`src/rtl/dbus_uncached_responder.sv`:
```
// rtl/dbus_uncached_responder.sv - CPU data-bus responder, one AXI4-lite-style transaction per load/store
// Optional feature macro: DBUS_WBUF_EN (one-entry posted write buffer).
module dbus_uncached_responder #(
    parameter int ADDR_W = 32,
    parameter int DATA_W = 32
) (
    input  logic                clk_i,
    input  logic                rst_i,
    input  logic                cpu_valid_i,
    input  logic                cpu_wr_i,
    input  logic [1:0]          cpu_size_i,
    input  logic [ADDR_W-1:0]   cpu_addr_i,
    input  logic [DATA_W/8-1:0] cpu_wstrb_i,
    input  logic [DATA_W-1:0]   cpu_wdata_i,
    output logic                cpu_busy_o,
    output logic [DATA_W-1:0]   cpu_rdata_o,
    output logic                ar_valid_o,
    input  logic                ar_ready_i,
    output logic [ADDR_W-1:0]   ar_addr_o,
    output logic [1:0]          ar_size_o,
    input  logic                r_valid_i,
    output logic                r_ready_o,
    input  logic [DATA_W-1:0]   r_data_i,
    output logic                aw_valid_o,
    input  logic                aw_ready_i,
    output logic [ADDR_W-1:0]   aw_addr_o,
    output logic [1:0]          aw_size_o,
    output logic                w_valid_o,
    input  logic                w_ready_i,
    output logic [DATA_W-1:0]   w_data_o,
    output logic [DATA_W/8-1:0] w_strb_o,
    input  logic                b_valid_i,
    output logic                b_ready_o
);
    typedef enum logic [2:0] {IDLE, RD_ADDR, RD_DATA, WR_REQ, WR_RESP, DONE} state_e;

    state_e              state_q;
    logic [ADDR_W-1:0]   raddr_q, waddr_q;
    logic [1:0]          rsize_q, wsize_q;
    logic [DATA_W/8-1:0] wstrb_q;
    logic [DATA_W-1:0]   wdata_q, rdata_q;
    logic                ar_valid_q, r_ready_q, aw_valid_q, w_valid_q, b_ready_q;
    logic                aw_pend_d, w_pend_d, wbuf_free;

    // Write channels still owed a handshake after this cycle
    assign aw_pend_d = aw_valid_q & ~aw_ready_i;
    assign w_pend_d  = w_valid_q & ~w_ready_i;

`ifdef DBUS_WBUF_EN
    logic wb_full_q;
    assign wbuf_free = ~wb_full_q;
`else
    assign wbuf_free = 1'b1;
`endif

    assign cpu_busy_o  = (state_q == IDLE) ? cpu_valid_i : (state_q != DONE);
    assign cpu_rdata_o = rdata_q;
    assign ar_valid_o  = ar_valid_q;
    assign ar_addr_o   = raddr_q;
    assign ar_size_o   = rsize_q;
    assign r_ready_o   = r_ready_q;
    assign aw_valid_o  = aw_valid_q;
    assign aw_addr_o   = waddr_q;
    assign aw_size_o   = wsize_q;
    assign w_valid_o   = w_valid_q;
    assign w_data_o    = wdata_q;
    assign w_strb_o    = wstrb_q;
    assign b_ready_o   = b_ready_q;

    always_ff @(posedge clk_i or posedge rst_i) begin
        if (rst_i) begin
            state_q    <= IDLE;
            raddr_q    <= '0;
            waddr_q    <= '0;
            rsize_q    <= '0;
            wsize_q    <= '0;
            wstrb_q    <= '0;
            wdata_q    <= '0;
            rdata_q    <= '0;
            ar_valid_q <= 1'b0;
            r_ready_q  <= 1'b0;
            aw_valid_q <= 1'b0;
            w_valid_q  <= 1'b0;
            b_ready_q  <= 1'b0;
`ifdef DBUS_WBUF_EN
            wb_full_q  <= 1'b0;
`endif
        end else begin
            if (aw_valid_q && aw_ready_i) aw_valid_q <= 1'b0;
            if (w_valid_q && w_ready_i)   w_valid_q  <= 1'b0;
`ifdef DBUS_WBUF_EN
            // Buffered store drains independently of the request FSM
            if (wb_full_q && !aw_pend_d && !w_pend_d && !b_ready_q) b_ready_q <= 1'b1;
            if (b_ready_q && b_valid_i) begin
                b_ready_q <= 1'b0;
                wb_full_q <= 1'b0;
            end
`endif
            case (state_q)
                IDLE: begin
                    if (cpu_valid_i && wbuf_free) begin
                        if (cpu_wr_i) begin
                            waddr_q    <= cpu_addr_i;
                            wsize_q    <= cpu_size_i;
                            wstrb_q    <= cpu_wstrb_i;
                            wdata_q    <= cpu_wdata_i;
                            aw_valid_q <= 1'b1;
                            w_valid_q  <= 1'b1;
`ifdef DBUS_WBUF_EN
                            wb_full_q  <= 1'b1;
                            state_q    <= DONE;
`else
                            state_q    <= WR_REQ;
`endif
                        end else begin
                            raddr_q    <= cpu_addr_i;
                            rsize_q    <= cpu_size_i;
                            ar_valid_q <= 1'b1;
                            state_q    <= RD_ADDR;
                        end
                    end
                end
                RD_ADDR: begin
                    if (ar_ready_i) begin
                        ar_valid_q <= 1'b0;
                        r_ready_q  <= 1'b1;
                        state_q    <= RD_DATA;
                    end
                end
                RD_DATA: begin
                    if (r_valid_i) begin
                        rdata_q   <= r_data_i;
                        r_ready_q <= 1'b0;
                        state_q   <= DONE;
                    end
                end
                WR_REQ: begin
                    if (!aw_pend_d && !w_pend_d) begin
                        b_ready_q <= 1'b1;
                        state_q   <= WR_RESP;
                    end
                end
                WR_RESP: begin
                    if (b_valid_i) begin
                        b_ready_q <= 1'b0;
                        state_q   <= DONE;
                    end
                end
                DONE:    state_q <= IDLE;
                default: state_q <= IDLE;
            endcase
        end
    end
endmodule

```
`config.mk`:
```
export PLATFORM = sky130hd
export DESIGN_NAME = dbus_uncached_responder
export DESIGN_NICKNAME = d
export VERILOG_FILES = /design/src/rtl/dbus_uncached_responder.sv
export SDC_FILE = /design/constraint.sdc
export NUM_CORES = 1
export LEC_CHECK = 0
export BUFFER_PORTS_ARGS = -buffer_cell sky130_fd_sc_hd__buf_2
export CAP_MARGIN = 5
export CORE_MARGIN = 2
export CORE_UTILIZATION = 46
export CTS_CLUSTER_SIZE = 14
export DETAILED_ROUTE_END_ITERATION = 10
export GPL_ROUTABILITY_DRIVEN = 0
export PLACE_DENSITY_LB_ADDON = 0.05
export SYNTH_ARGS = -nofsm -noshare
export SYNTH_HDL_FRONTEND = slang
export SYNTH_SLANG_ARGS = --single-unit
```
`constraint.sdc`:
```
create_clock -name clk_i -period 9.4 [get_ports clk_i]
set_input_delay 1.41 -clock clk_i [delete_from_list [all_inputs] [get_ports clk_i]]
set_output_delay 1.41 -clock clk_i [all_outputs]
set_load 0.01 [all_outputs]
```
### Word level (Yosys, flattened, before mapping)

Cells that the tools add are included.

| word-level totals | value |
|---|---|
| bits of input ports | 111 |
| output and inout port bits | 142 |
| memories kept | 0 |
| ROM bits | 0 |
| bits in writable memories | 0 |
| bits in latches | 0 |
| flip-flop bits (word level) | 144 |
| word-level logic and storage cells | 71 |

| operators by class | value |
|---|---|
| mux-type cells | 26 |
| reduce and logical (&&, ||, !) cells | 16 |
| $mul | 0 |
| magnitude comparators | 0 |
| equal/unequal tests | 11 |
| shifts and indexed selects | 0 |
| divide/modulo/power cells | 0 |
| bitwise gates (word level) | 5 |
| $add $sub $neg | 0 |

Operators by type and width:

| cell | number |
|---|---|
| 1-bit 2-to-1 mux | 16 |
| 3-bit 2-to-1 mux | 5 |
| 3-bit case mux with 5 select lines | 1 |
| 2-bit inequality test, second input constant | 6 |
| 3-bit AND reduction | 4 |
| 3-bit by 2-bit equality test with 1-bit output, second input constant | 2 |
| 1-bit case mux with 2 select lines | 3 |
| 2-bit nonzero test | 3 |
| 5-bit AND reduction | 1 |
| 4-bit AND reduction | 1 |
| 3-bit by 1-bit equality test with 1-bit output, second input constant | 1 |
| 3-bit equality test, second input constant | 1 |
| 1-bit logical AND | 3 |
| 3-bit zero test | 1 |
| 3-bit inequality test, second input constant | 1 |
| 1-bit inverter | 3 |
| 1-bit bitwise AND | 2 |
| 1-bit zero test | 2 |
| 2-bit 2-to-1 mux | 1 |
| 2-bit AND reduction | 1 |

### Longest topological paths before layout

| logic depth | value |
|---|---|
| word-level depth | 6 |
| gate-level depth with buffers | 6 |
| depth with buffers taken out | 4 |

### Worst setup path before layout

Ideal clock, no wire load.

| timing path | value |
|---|---|
| path kind | input to output |
| from | in cpu_valid_i |
| to | out cpu_busy_o |
| required time | 7.990 ns |
| slack | 6.125 ns |
| stages on the path | 3 |
| path buffers | 0 |
| data arrival time | 1.865 ns |
| cells stage by stage | nor3_1 -> a21oi_1 -> or2_2 |

| on the way | value |
|---|---|
| cells in the longest elaborated chain, start to end | 1 |

Ends and longest elaborated chain:

| what | line | source |
|---|---|---|
| start, declared | 9 | `input logic cpu_valid_i,` |
| 1-bit 2-to-1 mux | 56 | `assign cpu_busy_o = (state_q == IDLE) ? cpu_valid_i : (state_q != DONE);` |
| end, declared | 15 | `output logic cpu_busy_o,` |

No other way between the ends.

### Worst setup path in the final report

Ends and elaborated chain as after synthesis.

==> qor.yml <==
power:
  combPwrFrac_pct: 38.5
  p_leak_nw: 3.86
  p_per_area_nw_per_um2: 359
  clkPwrFrac_pct: 20.9
  p_int_mw: 1.86
  p_seq_share_pct: 40.6
  power_mw: 2.72
  ir_worst_vdd_mv: 0.177
  p_sw_share_pct: 31.7
  p_sw_mw: 0.863
logic_synthesis:
  syn-num-nets: 450
  synthFlopType: "dfrtp_1"
  synth_seq_area_share_pct: 62.7
  synth_edf_count: 0
  syn_avg_cell_area_um2: 17.0
  ys_top_cells_by_area: "dfrtp_1, mux2_4, mux2_2"
  synth_top_family_by_area: "multiplexers"
  yosys.area_share.adder_pct: 0
  syn_inst: 339
  synth_cell_type_count: 30
  synth-xor-area-share_pct: 0
  ys_warn_count: 0
  syn_area_um2: 5750
  synth_area_leader_cell: "dfrtp_1"
  synth_compound_gate_area_share_pct: 1.41
  ys_ff_latch: 144
  synthArstFlopShare_pct: 100
  synthMuxAreaShare_pct: 30.5
  synthSimpleGateAreaFrac_pct: 2.74
  netlist.area_leader.share_pct: 62.7
clock_tree:
  cts.root.buffer_cell: "clkbuf_16"
  cts.sinks: 144
  clk_path_buf_depth: 2
  clk_pin_slew_ps: 50
  cts_hold_buf: 0
  cts_tree: "built"
  clk_latency_ps: 410
  cts_buffers: 17
  cts-htree-levels: 4
  post-cts-setup-buffers: 0
  cts_resized: 0
timing:
  min_period_ps: 3530
  rsz0062_at_grt: "false"
  tightestPinTransition_ps: 1050
  slew_headroom_pct: 30.0
  report.final.slew_viol_count: 0
  timing.final.hold_violations: 0
  max_freq_mhz: 284
  finalCritPeriodShare_pct: 37.5
  fin_tns_setup_ps: 0
  skew_ps: 3.40
  setup_viol: 0
floorplanning:
  boundaryPins: 253
  die_h_um: 116
  dieArea_um2: 13400
  chipWidth_um: 116
  rows: 40
  core_um2: 12100
  start_util_pct: 47.5
finish:
  diodes: 0
  fin_util_pct: 62.7
  final_area_um2: 7590
  drive_gt1_share_pct: 68.4
  nets: 705
  area_growth_pct: 32.0
worst_setup_path:
  critPathCaptureType: "primary output"
  crit_top_cell: "buf_2"
  start_kind: "primary input"
  slowest_delay_ps: 280
  crit_chain: "buf_2, nor3_1, a21oi_1, or2_2, buf_2"
  path_buf_inv: 2
  reg2reg_slack_ps: 7040
  worst-setup-path-type: "primary input to primary output"
  critPathMaxFanout: 3
  path_delay_family: "simple AND/OR/NAND/NOR gates"
  crit_slowest_cell: "or2_2"
  cp.arrival_ps: 2120
  worstPathRequired_ps: 7990
routing:
  first_pass_iters: 4
  routed_wl_um: 12800
  remaining_drc_errors: 0
  ant_nets: 0
  drtIter0Drc: 164
  routed_via_density: 4.86
  wl_per_cell_um: 16.6
  via_count: 3740
place:
  placed_cell_area_um2: 7100
  dp_hpwl_um: 9020
  portBuffers: 252
status:
  status: "finished, final reports clean"
global_routing:
  antenna_found_initial: 1
  grt_use_met1_pct: 22.4
  use_met2_pct: 30.5
  grt_busiest_layer: "met2"
  use_met3_pct: 9.83
  grtUsageTotal_pct: 19.1
  grt_pass1_vias: 3729
  grt_overflow: 0
  grt_max_degree: 77
  grt_pass1_wl_um: 19100
flow_run:
  drv_cap: 0
worst_hold_path:
  hp-class: "register to register"
## worst register-to-register path, cell delays in order (launching register included)
cell and delay, ps:
dfrtp_1 530, nor2b_4 260, nand3_4 760, mux2_1 690
## power groups by stage
stage	Clock (mW)	Combinational, mW	Sequential [mW]
2_1_floorplan	0	0.501	1.24
3_3_place_gp	0	1.05	1.10
3_5_place_dp	0	1.06	1.11
4_1_cts	0.585	1.07	1.11
5_1_grt	0.615	1.13	1.15
6_report	0.570	1.05	1.11
## cell families after synthesis
kind of cell,after synthesis
AO/OA/AOI/OAI,13
buffers and inverters,20
flip-flops,144
multiplexers,136
AND/OR/NAND/NOR,26
## per-layer routing
layer | routed length [um] | part of all wire (%)
met3 | 1240 | 9.7
met1 | 5120 | 40
met2 | 6260 | 49
met5 | 13 | 0.10
met4 | 178 | 1.4
## registers in the layout (all words and copies together) (netlist names)
register     cells
ar_addr_o       32
aw_addr_o       32
cpu_rdata_o     32
w_data_o        32
w_strb_o         4
state_q          3
ar_size_o        2
aw_size_o        2
ar_valid_o       1
aw_valid_o       1
b_ready_o        1
r_ready_o        1
w_valid_o        1
## final timing paths
check	end	cells past startpoint	start
min	ar_valid_o	1	ar_valid_o
min reg2reg	ar_valid_o	1	ar_valid_o
min in group asynchronous	ar_addr_o[1]	2	rst_i
max reg2reg	w_data_o[0]	3	state_q[0]
max in group asynchronous	cpu_rdata_o[30]	3	rst_i
max	cpu_busy_o	5	cpu_valid_i
## cell usage after synthesis (2+ instances only)
library cell	n
a21o_1	2
a21oi_1	5
a31oi_1	2
buf_2	8
buf_6	9
dfrtp_1	144
inv_1	2
mux2_1	8
mux2_2	69
mux2_4	59
nand2_1	6
nand2b_1	2
nand3_1	2
nor2_1	3
nor2b_1	2
or2_2	2
## cells in the final DEF (no fill, tap or decap), drive strengths merged, types with 2 or more instances in the layout
master,count
nor2,5
a31oi,2
mux2,136
a21oi,5
clkbuf,25
dfrtp,144
inv,2
buf,254
nor2b,3
clkinv,2
nand2,6
nand2b,2
a21o,2
nand3,3
or2,2
## stage by stage
stage	setup WS (ps)	hold WS [ps]	cells
final	5870	491	770
after global routing	5840	508	770
after CTS	5870	497	770
after detailed placement	5870	482	743
after global placement	5880	465	743
after floorplan	4120	518	339
## final cells by class
class	instances	area, um2
fillers	1031	4520
inverters	2	12.5
flip-flops and latches	144	3600
multi-input cells	175	2000
clock inverters	2	10.0
repair buffers	254	1280
clock buffers	25	475
well taps	168	210
(Power assumes the default switching activity.)
